## config.mk

```make
export PLATFORM = sky130hd
export DESIGN_NAME = alu_core
export DESIGN_NICKNAME = d
export VERILOG_FILES = /design/src/rtl/alu_core.sv
export SDC_FILE = /design/constraint.sdc
export NUM_CORES = 1
export LEC_CHECK = 0
export BUFFER_PORTS_ARGS = -buffer_cell sky130_fd_sc_hd__buf_2
export CAP_MARGIN = 20
export CORE_UTILIZATION = 60
export DETAILED_ROUTE_END_ITERATION = 10
export PLACE_DENSITY = 0.83
export SYNTH_ARGS = -nofsm -noshare
export SYNTH_HDL_FRONTEND = slang
export SYNTH_SLANG_ARGS = --single-unit
```

## constraint.sdc

```tcl
create_clock -name clk -period 0.9 [get_ports clk]
set_input_delay 0.09 -clock clk [delete_from_list [all_inputs] [get_ports clk]]
set_output_delay 0.09 -clock clk [all_outputs]
set_load 0.02 [all_outputs]
```

## src/rtl/alu_core.sv

```systemverilog
// alu_core: single-cycle registered ALU, 16 operations, result and flags
// latched one clock after an accepted in_valid.
//
// Ports:
//   clk       in   1      sole clock, rising edge
//   rst       in   1      asynchronous active-high reset
//   a, b      in   WIDTH  operands (unsigned unless noted)
//   alu_sel   in   4      operation select
//   in_valid  in   1      operands/select sampled when high
//   alu_out   out  WIDTH  registered result
//   out_valid out  1      one-cycle pulse per accepted operation
//   carry     out  1      carry / borrow / shifted-out bit
//   zero      out  1      alu_out == 0 for the latest result
//   ovf       out  1      signed overflow, MUL high half nonzero,
//                         divide by zero, or unsupported op
//
// Build option: define ALU_DIV_EN to include the divider (alu_sel=3).
// Without it, alu_sel=3 reports an unsupported op (result 0, ovf=1).

module alu_core #(
    parameter int WIDTH = 8
) (
    input  logic             clk,
    input  logic             rst,
    input  logic [WIDTH-1:0] a,
    input  logic [WIDTH-1:0] b,
    input  logic [3:0]       alu_sel,
    input  logic             in_valid,
    output logic [WIDTH-1:0] alu_out,
    output logic             out_valid,
    output logic             carry,
    output logic             zero,
    output logic             ovf
);

    localparam int MSB = WIDTH - 1;

    localparam logic [3:0] OP_ADD  = 4'h0;
    localparam logic [3:0] OP_SUB  = 4'h1;
    localparam logic [3:0] OP_MUL  = 4'h2;
    localparam logic [3:0] OP_DIV  = 4'h3;
    localparam logic [3:0] OP_SHL  = 4'h4;
    localparam logic [3:0] OP_SHR  = 4'h5;
    localparam logic [3:0] OP_ROL  = 4'h6;
    localparam logic [3:0] OP_ROR  = 4'h7;
    localparam logic [3:0] OP_AND  = 4'h8;
    localparam logic [3:0] OP_OR   = 4'h9;
    localparam logic [3:0] OP_XOR  = 4'hA;
    localparam logic [3:0] OP_NOR  = 4'hB;
    localparam logic [3:0] OP_NAND = 4'hC;
    localparam logic [3:0] OP_XNOR = 4'hD;
    localparam logic [3:0] OP_GT   = 4'hE;
    localparam logic [3:0] OP_EQ   = 4'hF;

    // Arithmetic datapath shared by the case below
    logic [WIDTH:0]     w_sum;
    logic [WIDTH-1:0]   w_diff;
    logic [2*WIDTH-1:0] w_prod;
    logic               w_add_ovf;
    logic               w_sub_ovf;

    assign w_sum  = {1'b0, a} + {1'b0, b};
    assign w_diff = a - b;
    assign w_prod = {{WIDTH{1'b0}}, a} * {{WIDTH{1'b0}}, b};

    // Add overflows when like-signed operands give an unlike-signed sum;
    // subtract overflows when unlike-signed operands flip a's sign.
    assign w_add_ovf = (a[MSB] == b[MSB]) && (w_sum[MSB] != a[MSB]);
    assign w_sub_ovf = (a[MSB] != b[MSB]) && (w_diff[MSB] != a[MSB]);

`ifdef ALU_DIV_EN
    logic             w_div_by_zero;
    logic [WIDTH-1:0] w_quot;

    assign w_div_by_zero = (b == '0);
    // Guard the divisor so the divider never sees zero
    assign w_quot = w_div_by_zero ? '1 : (a / b);
`endif

    // Next result and flags for the current inputs
    logic [WIDTH-1:0] w_res;
    logic             w_carry;
    logic             w_ovf;

    always_comb begin
        w_res   = '0;
        w_carry = 1'b0;
        w_ovf   = 1'b0;
        unique case (alu_sel)
            OP_ADD: begin
                w_res   = w_sum[MSB:0];
                w_carry = w_sum[WIDTH];
                w_ovf   = w_add_ovf;
            end
            OP_SUB: begin
                w_res   = w_diff;
                w_carry = (a < b);
                w_ovf   = w_sub_ovf;
            end
            OP_MUL: begin
                w_res = w_prod[MSB:0];
                w_ovf = |w_prod[2*WIDTH-1:WIDTH];
            end
            OP_DIV: begin
`ifdef ALU_DIV_EN
                w_res = w_quot;
                w_ovf = w_div_by_zero;
`else
                w_res = '0;
                w_ovf = 1'b1;
`endif
            end
            OP_SHL: begin
                w_res   = {a[MSB-1:0], 1'b0};
                w_carry = a[MSB];
            end
            OP_SHR: begin
                w_res   = {1'b0, a[MSB:1]};
                w_carry = a[0];
            end
            OP_ROL: begin
                w_res   = {a[MSB-1:0], a[MSB]};
                w_carry = a[MSB];
            end
            OP_ROR: begin
                w_res   = {a[0], a[MSB:1]};
                w_carry = a[0];
            end
            OP_AND:  w_res = a & b;
            OP_OR:   w_res = a | b;
            OP_XOR:  w_res = a ^ b;
            OP_NOR:  w_res = ~(a | b);
            OP_NAND: w_res = ~(a & b);
            OP_XNOR: w_res = ~(a ^ b);
            OP_GT:   w_res = {{(WIDTH-1){1'b0}}, (a > b)};
            OP_EQ:   w_res = {{(WIDTH-1){1'b0}}, (a == b)};
        endcase
    end

    // Output registers: load on accepted input, hold otherwise
    logic [WIDTH-1:0] r_alu_out;
    logic             r_out_valid;
    logic             r_carry;
    logic             r_zero;
    logic             r_ovf;

    always_ff @(posedge clk or posedge rst) begin
        if (rst) begin
            r_alu_out   <= '0;
            r_out_valid <= 1'b0;
            r_carry     <= 1'b0;
            r_zero      <= 1'b0;
            r_ovf       <= 1'b0;
        end else begin
            r_out_valid <= in_valid;
            if (in_valid) begin
                r_alu_out <= w_res;
                r_carry   <= w_carry;
                r_zero    <= (w_res == '0);
                r_ovf     <= w_ovf;
            end
        end
    end

    assign alu_out   = r_alu_out;
    assign out_valid = r_out_valid;
    assign carry     = r_carry;
    assign zero      = r_zero;
    assign ovf       = r_ovf;

endmodule

```

==> results by group, run 1 <==
Status
  – Outcome: aborted with a tool error
  – Exit stage: global routing
  – Tool Error: [ERROR GRT-0232] Routing congestion too high. Check the congestion heatmap in the GUI.

Synthesis
  – Yosys top cell area share: 17.6%
  – Post-synth top flop: dfrtp_1
  – Post-synth EDFFs: 0
  – Netlist cell types: 71
  – Cells after synthesis: 554
  – Area leader, netlist: fa_1
  – Syn Nets: 675
  – Register area share after synthesis: 6.96%
  – Synthesized area: 0.00431 mm^2
  – Post-synthesis register bit count: 12
  – YS warnings: 0
  – Asr flop ratio synth: 100%
  – Syn_area_per_cell: 7.78 um^2
  – Main area contributors after synthesis: fa_1, ha_1, inv_1, dfrtp_1, nor2_1

Floorplanning
  – Initial core utilization: 62.8%
  – Num ports: 35
  – Die Ht: 86.8 um
  – Die W: 86.8 um
  – Row count: 30

Global route
  – Grt ovf: 837
  – Total GRT Usage: 105%
  – Largest net degree at the start of global routing: 16

Placed design
  – GP Congestion: 1.06
  – Buffers added on ports: 34
  – Post-Place Setup Slack: -3.68 ns
  – Total placed instance area: 0.00594 mm^2
  – DPL Wire Length: 13500 um

Clock tree
  – H-tree levels: 1
  – CTS sink cnt: 12
  – Clk root buf: clkbuf_8
  – Clock buffer depth: 2
  – CTS Buf Count: 3

Timing
  – Kind of pin the worst path terminates on: sequential cell input
  – Worst_ep grt: ovf$_DFFE_PP0P_/D
-- synth_stat cells, drive strengths merged, types with 7 or more instances --
cell and n:
a21o 11, a21oi 33, a31oi 7, buf 12, clkbuf 9, dfrtp 12, fa 38, ha 60
inv 90, mux2i 9, nand2 37, nand2b 8, nand3 11, nor2 59, nor3 11, o211ai 8
o21ai 21, xnor2 9
-- kinds of logic after synthesis --
kind of cell | Yosys count | synth area share (%)
xor gates and xnor gates | 14 | 2.84
adders and majority gates | 99 | 35.3
buffers and inverters | 112 | 10.5
and+or+nand+nor | 160 | 18.0
muxes | 14 | 3.39
AOI/OAI and AO/OA | 143 | 23.0
DFF | 12 | 6.96
-- repair_timing --
action,CTS
gates resized for setup,70
buffers inserted,15
endpoints found under the hold margin,12
pin swaps,27
setup endpoints to repair,12
hold buffers,1
-- stage by stage --
step           hold WS (ns)  util (%)  TNS (ns)  cells
2_1_floorplan       -0.0453         -    -20.35    554
3_3_place_gp          0.101      86.5    -27.58    820
3_5_place_dp          0.130      86.5    -28.87    820
4_1_cts               0.200      92.9    -24.45    838
-- metal layers --
layer	GRT overflow	global-route usage [%]
met1	20	91.0
met2	607	142
met3	14	75.5
met4	192	123
met5	4	41.3
==> inputs of run 2 (changes only) <==
- CORE_UTILIZATION: 60 -> 40
- PLACE_DENSITY: 0.83 -> default
- PLACE_DENSITY_LB_ADDON: default -> 0.15
==> results by group, run 2 <==
Drt
  – DR iter-0 viols: 344
  – Vias per Instance: 5.55
  – Met1 Wirelength: 7520 um
  – Uppermost routed layer: met4
  – Met2 WL post-DR: 7450 um
  – DR WL met3: 1130 um
  – Routed wire length: 16500 um
  – Post-route ant nets: 0
  – Drt pass-1 iters: 4
  – Via Count: 4963
  – DRC viols: 0
  – WL/cell: 18.4 um

Timing
  – Tmin final: 4.17 ns
  – Final setup vio count: 12
  – Measured slew at the worst slew-check pin: 0.686 ns
  – Clk_skew: 0 ns
  – Max Clk Rate: 240 MHz
  – Setup TNS Final: -24.88 ns
  – Slew HR: 53.9%
  – Final worst setup slack: -3.27 ns
  – Unrepaired setup endpoints after global routing: yes
  – Fin. Hold Viols: 0
  – Hold_ws: 0.211 ns
  – Tcrit/Tclk final: 463%
  – Max Slew Vio Count: 0

Setup path
  – Kind of critical path: in2reg
  – WP data arrival: 4.28 ns
  – Crit path max fanout: 7
  – Critical path data required time: 1.02 ns
  – Worst reg2reg path depth: 3
  – Critical-path top delay cell: fa_1
  – Most frequent cell on the critical path: fa_1
  – Crit-path max cell delay: 0.50 ns
  – Startpoint Class: input port
  – Crit. End Element: flip-flop
  – CP cell instances: buf_4 -> inv_4 -> nor2_2 -> fa_1 -> inv_1 -> fa_1 -> inv_1 -> fa_1 -> inv_1 -> fa_1 -> inv_2 -> ha_4 -> and3_4 -> a221oi_4 -> mux2i_1 -> o21ai_1 -> or4_4 -> nor4_2 -> buf_4 -> o21ai_0

Placed design
  – DPL Wire Length: 13200 um (was 13500 um)
  – Total placed instance area: 0.00602 mm^2 (was 0.00594 mm^2)
  – Buffers added on ports: 34 (unchanged)
  – Post-Place Cells: 866 (was 820)
  – GP Congestion: 0.991 (was 1.06)

Floorplanning
  – Die W: 106 um (was 86.8 um)
  – Row count: 37 (was 30)
  – Die Ht: 106 um (was 86.8 um)
  – Core Box Area: 0.0104 mm^2
  – Die area: 0.0112 mm^2
  – Initial core utilization: 41.6% (was 62.8%)
  – Num ports: 35 (unchanged)

Final layout
  – Commonest non-fill, non-tap cells in the layout: buf_4, inv_1, nor2_1
  – Fin util: 65.7%
  – Largest register FFs: 8
  – Fillers: 895
  – P&R area growth vs syn: 57.9%
  – Final Non-Filler Cells: 895
  – Ant diodes: 0
  – Design area: 0.00681 mm^2
  – Layout cells sized above 1: 45.1%
  – Commonest non-fill, non-tap cell in the layout: buf_4
  – Final #Nets: 882

Synthesis
  – Syn_area_per_cell: 7.78 um^2 (unchanged)
  – Cells after synthesis: 554 (unchanged)
  – Most numerous cell in the Yosys netlist: inv_1 (unchanged)
  – Post-synth top flop: dfrtp_1 (unchanged)
  – Synth top cells by count: inv_1, ha_1, nor2_1 (unchanged)
  – Asr flop ratio synth: 100% (unchanged)
  – Netlist cell types: 71 (unchanged)
  – Post-synth EDFFs: 0 (unchanged)
  – Area leader, netlist: fa_1 (unchanged)
  – Main area contributors after synthesis: fa_1, ha_1, inv_1, dfrtp_1, nor2_1 (unchanged)
  – YS warnings: 0 (unchanged)
  – Syn Nets: 675 (unchanged)
  – Register area share after synthesis: 6.96% (unchanged)
  – Post-synthesis register bit count: 12 (unchanged)
  – Synthesized area: 0.00431 mm^2 (unchanged)
  – Yosys top cell area share: 17.6% (unchanged)

Clock tree
  – TritonCTS clock tree: built
  – Worst-path clk slew: 0.06 ns
  – H-tree levels: 1 (unchanged)
  – Clock buffer depth: 2 (unchanged)
  – CTS Buf Count: 3 (unchanged)
  – CTS sink cnt: 12 (unchanged)
  – Clk root buf: clkbuf_8 (unchanged)
  – Clock Latency Late Sink: 0.24 ns

Global route
  – Number of global-route vias before repair: 4854
  – Grt ovf: 0
  – Total GRT Usage: 29.6%
  – Largest net degree at the start of global routing: 20
  – First-pass GRT wire length: 25700 um
  – Antenna violations before repair: 0

Flow run
  – Max cap viols: 0

Status
  – Violated checks: negative setup slack
  – Outcome: complete, but fails checks (was aborted with a tool error)

Pwr
  – LEAKAGE: 0.00324 uW
  – Pwr dens: 1410 mW/mm^2
  – Worst vdd ir: 0.00143 V

Hold path
  – Worst hold path type: in2reg
  – Hold Path Depth: 2
run 2: routing by layer:
metal | GRT usage, % | vias to the layer above
li1 | - | 2344
met1 | 42.7 | 2415
met2 | 46.9 | 180
met3 | 4.45 | 24
met4 | 5.65 | 0
met5 | 0 | -
run 2: per-stage QoR:
stage	total power [uW]	worst slack, ns
after detailed placement	7950	-3.60
after floorplan	5300	-3.07
after CTS	8970	-3.32
after global routing	10400	-3.46
after global placement	7820	-3.54
final	9570	-3.27
run 2: final cells by class:
type,instances,area [um^2],share of cell area (%)
timing repair buffer,223,1740,25.6
clock buffer,3,41.3,0.606
sequential,12,300,4.41
inverter,91,372,5.46
tap,136,170,2.50
multi-input combinational,430,4190,61.5
run 2: final timing paths:
path | from | endpoint | slack [ns]
setup / recovery | a[5] | ovf | -3.27
hold / removal | in_valid | out_valid | 0.21
setup reg to reg | ovf | ovf | -0.09
hold reg to reg | alu_out[4] | alu_out[4] | 0.48
max in group asynchronous | rst | alu_out[1] | 0.13
min in group asynchronous | rst | alu_out[0] | 0.42
run 2: where the power goes:
group          switching, uW  internal, uW
Combinational           4300          4090
Sequential              39.8           614
Clock                    224           296
Total                   4570          5000
run 2: cell families (layout without fill, tap and decap cells):
group | after synthesis | count (layout) | synth area share (%)
compound gates | 143 | 143 | 23.0
xor+xnor | 14 | 14 | 2.84
fa+ha+maj | 99 | 99 | 35.3
buf+inv | 112 | 317 | 10.5
flops | 12 | 12 | 6.96
mux | 14 | 14 | 3.39
simple gates | 160 | 160 | 18.0
run 2: timing repair:
action | in CTS | in global routing
setup buffers | 9 | 20
gates resized for setup | 72 | 45
cloned | 0 | 0
hold buffers | 1 | 0
endpoints found under the hold margin | 12 | 0
pin swaps | 21 | 17
endpoints found under the setup margin | 12 | 13
run 2: critical path: cells and delay by family:
family	cells	cell delay [ns]
and+or+nand+nor	4	0.77
AOI/OAI and AO/OA	3	0.45
buffers and inverters	7	0.58
muxes	1	0.21
adders and majority gates	5	2.18
Power figures use the tool's default switching activity.
==> inputs of run 3 (changes only) <==
--- a/config.mk
+++ b/config.mk
@@ -12,2 +12,3 @@
 export PLACE_DENSITY_LB_ADDON = 0.15
+export SETUP_SLACK_MARGIN = 0.05
 export SYNTH_ARGS = -nofsm -noshare
==> constraint.sdc (replaced) <==
create_clock -name clk -period 0.9 [get_ports clk]
set_input_delay 0.045 -clock clk [delete_from_list [all_inputs] [get_ports clk]]
set_output_delay 0.045 -clock clk [all_outputs]
set_load 0.02 [all_outputs]
==> results by group, run 3 (synthesis gave the netlist of run 2 again) <==
Timing
  – Max Slew Vio Count: 0 (unchanged)
  – Clk_skew: 0 ns (unchanged)
  – Tmin final: 4.12 ns (was 4.17 ns)
  – Setup TNS Final: -24.35 ns (was -24.88 ns)
  – Unrepaired setup endpoints after global routing: yes (unchanged)
  – Max Clk Rate: 243 MHz (was 240 MHz)
  – Final setup vio count: 12 (unchanged)
  – Slew HR: 55.2% (was 53.9%)
  – Measured slew at the worst slew-check pin: 0.667 ns (was 0.686 ns)
  – Tcrit/Tclk final: 458% (was 463%)
  – Final worst setup slack: -3.22 ns (was -3.27 ns)
  – Fin. Hold Viols: 0 (unchanged)

Floorplanning
  – Die W: 106 um (unchanged)
  – Row count: 37 (unchanged)
  – Die Ht: 106 um (unchanged)
  – Initial core utilization: 41.6% (unchanged)
  – Num ports: 35 (unchanged)
  – Die area: 0.0112 mm^2 (unchanged)
  – Core Box Area: 0.0104 mm^2 (unchanged)

Placed design
  – Buffers added on ports: 34 (unchanged)
  – Post-Place Cells: 866 (unchanged)
  – DPL Wire Length: 13200 um (unchanged)
  – Total placed instance area: 0.00602 mm^2 (unchanged)
  – GP Congestion: 0.991 (unchanged)

Drt
  – Via Count: 4970 (was 4963)
  – Met2 WL post-DR: 7390 um (was 7450 um)
  – Drt pass-1 iters: 5 (was 4)
  – DR WL met3: 1110 um (was 1130 um)
  – Post-route ant nets: 0 (unchanged)
  – DRC viols: 0 (unchanged)
  – Met1 Wirelength: 7500 um (was 7520 um)
  – Vias per Instance: 5.55 (about the same)
  – DR iter-0 viols: 375 (was 344)
  – WL/cell: 18.3 um (was 18.4 um)
  – Routed wire length: 16400 um (was 16500 um)
  – Uppermost routed layer: met4 (unchanged)

Final layout
  – Design area: 0.00682 mm^2 (was 0.00681 mm^2)
  – Layout cells sized above 1: 45.1% (unchanged)
  – Commonest non-fill, non-tap cell in the layout: buf_4 (unchanged)
  – Largest register FFs: 8 (unchanged)
  – Final #Nets: 882 (unchanged)
  – P&R area growth vs syn: 58.0% (was 57.9%)
  – Final Non-Filler Cells: 895 (unchanged)
  – Ant diodes: 0 (unchanged)
  – Commonest non-fill, non-tap cells in the layout: buf_4, inv_1, nor2_1 (unchanged)

Global route
  – Grt ovf: 0 (unchanged)
  – Number of global-route vias before repair: 4854 (unchanged)
  – First-pass GRT wire length: 25700 um (unchanged)
  – Total GRT Usage: 29.6% (unchanged)
  – Largest net degree at the start of global routing: 20 (unchanged)
  – Antenna violations before repair: 0 (unchanged)

Clock tree
  – Clock buffer depth: 2 (unchanged)
  – Clk root buf: clkbuf_8 (unchanged)
  – CTS Buf Count: 3 (unchanged)
  – Clock Latency Late Sink: 0.24 ns (about the same)
  – TritonCTS clock tree: built (unchanged)
  – H-tree levels: 1 (unchanged)
  – CTS sink cnt: 12 (unchanged)
  – Worst-path clk slew: 0.06 ns (about the same)

Setup path
  – Worst r2r src: ovf (unchanged)
  – Crit path launch: a[5] (unchanged)
  – Startpoint Class: input port (unchanged)
  – Crit. End Element: flip-flop (unchanged)
  – Critical path data required time: 1.02 ns (about the same)
  – WP data arrival: 4.24 ns (was 4.28 ns)
  – Kind of critical path: in2reg (unchanged)
  – Crit path max fanout: 7 (unchanged)

Status
  – Outcome: complete, but fails checks (unchanged)
  – Violated checks: negative setup slack (unchanged)

Pwr
  – Pwr dens: 1400 mW/mm^2 (was 1410 mW/mm^2)
  – Worst vdd ir: 0.00143 V (about the same)
  – LEAKAGE: 0.00324 uW (about the same)

Hold path
  – Worst hold path type: in2reg (unchanged)
  – Min-delay src: in_valid (unchanged)

Flow run
  – Max cap viols: 0 (unchanged)
## run 3: cell types whose count changed in the layout (fill, tap and decap cells not counted)
cell and change:
buf_6 +1, buf_4 -1
## run 3: where the power goes
group / internal, uW / switching, uW
registers: 614 / 40.9
logic: 4100 / 4300
clock network: 296 / 224
total: 5010 / 4570
## run 3: worst paths after layout
path	endpoint	slack, ns	cells past startpoint
worst min-delay path	out_valid	0.17	2
worst min register to register	alu_out[4]	0.48	2
min in group asynchronous	alu_out[0]	0.38	3
worst max register to register	ovf	-0.09	3
max in group asynchronous	alu_out[1]	0.18	3
worst max-delay path	ovf	-3.22	20
## run 3: timing repair
action | in CTS | in global routing
setup endpoints to repair | 12 | 13
setup buffers | 9 | 20
resized for setup | 72 | 46
hold buffers | 1 | 0
pin swaps | 21 | 17
hold endpoints to repair | 12 | 0
## run 3: layout make-up
cell class | count | area, um^2
Clock buffer | 3 | 41.3
Fill cell | 895 | 3550
Inverter | 91 | 372
Multi-Input combinational cell | 430 | 4190
Sequential cell | 12 | 300
Tap cell | 136 | 170
Timing Repair Buffer | 223 | 1750
## run 3: layer usage
| metal | vias up | track usage, % |
|---|---|---|
| met5 | - | 0 |
| met4 | 0 | 5.65 |
| met3 | 30 | 4.45 |
| met2 | 185 | 46.9 |
| met1 | 2412 | 42.7 |
| li1 | 2343 | - |
## run 3: stage by stage
stage	utilization, %	power (uW)	hold WS (ns)	setup slack, ns
finish	65.7	9570	0.166	-3.22
global route	65.7	10500	0.178	-3.42
CTS	62.5	8970	0.163	-3.27
detailed placement	58.1	7950	0.0954	-3.55
global placement	58.1	7820	0.0793	-3.49
floorplan	-	5300	-0.0903	-3.02
## run 3: critical path, stage by stage
cell and delay [ns]:
buf_4 0.15, inv_4 0.08, nor2_2 0.05, fa_1 0.50, inv_1 0.05, fa_1 0.47
inv_1 0.05, fa_1 0.48, inv_1 0.05, fa_1 0.50, inv_2 0.05, ha_4 0.23
and3_4 0.16, a221oi_4 0.30, mux2i_1 0.21, o21ai_1 0.08, or4_4 0.42, nor4_2 0.14
buf_4 0.15, o21ai_0 0.07
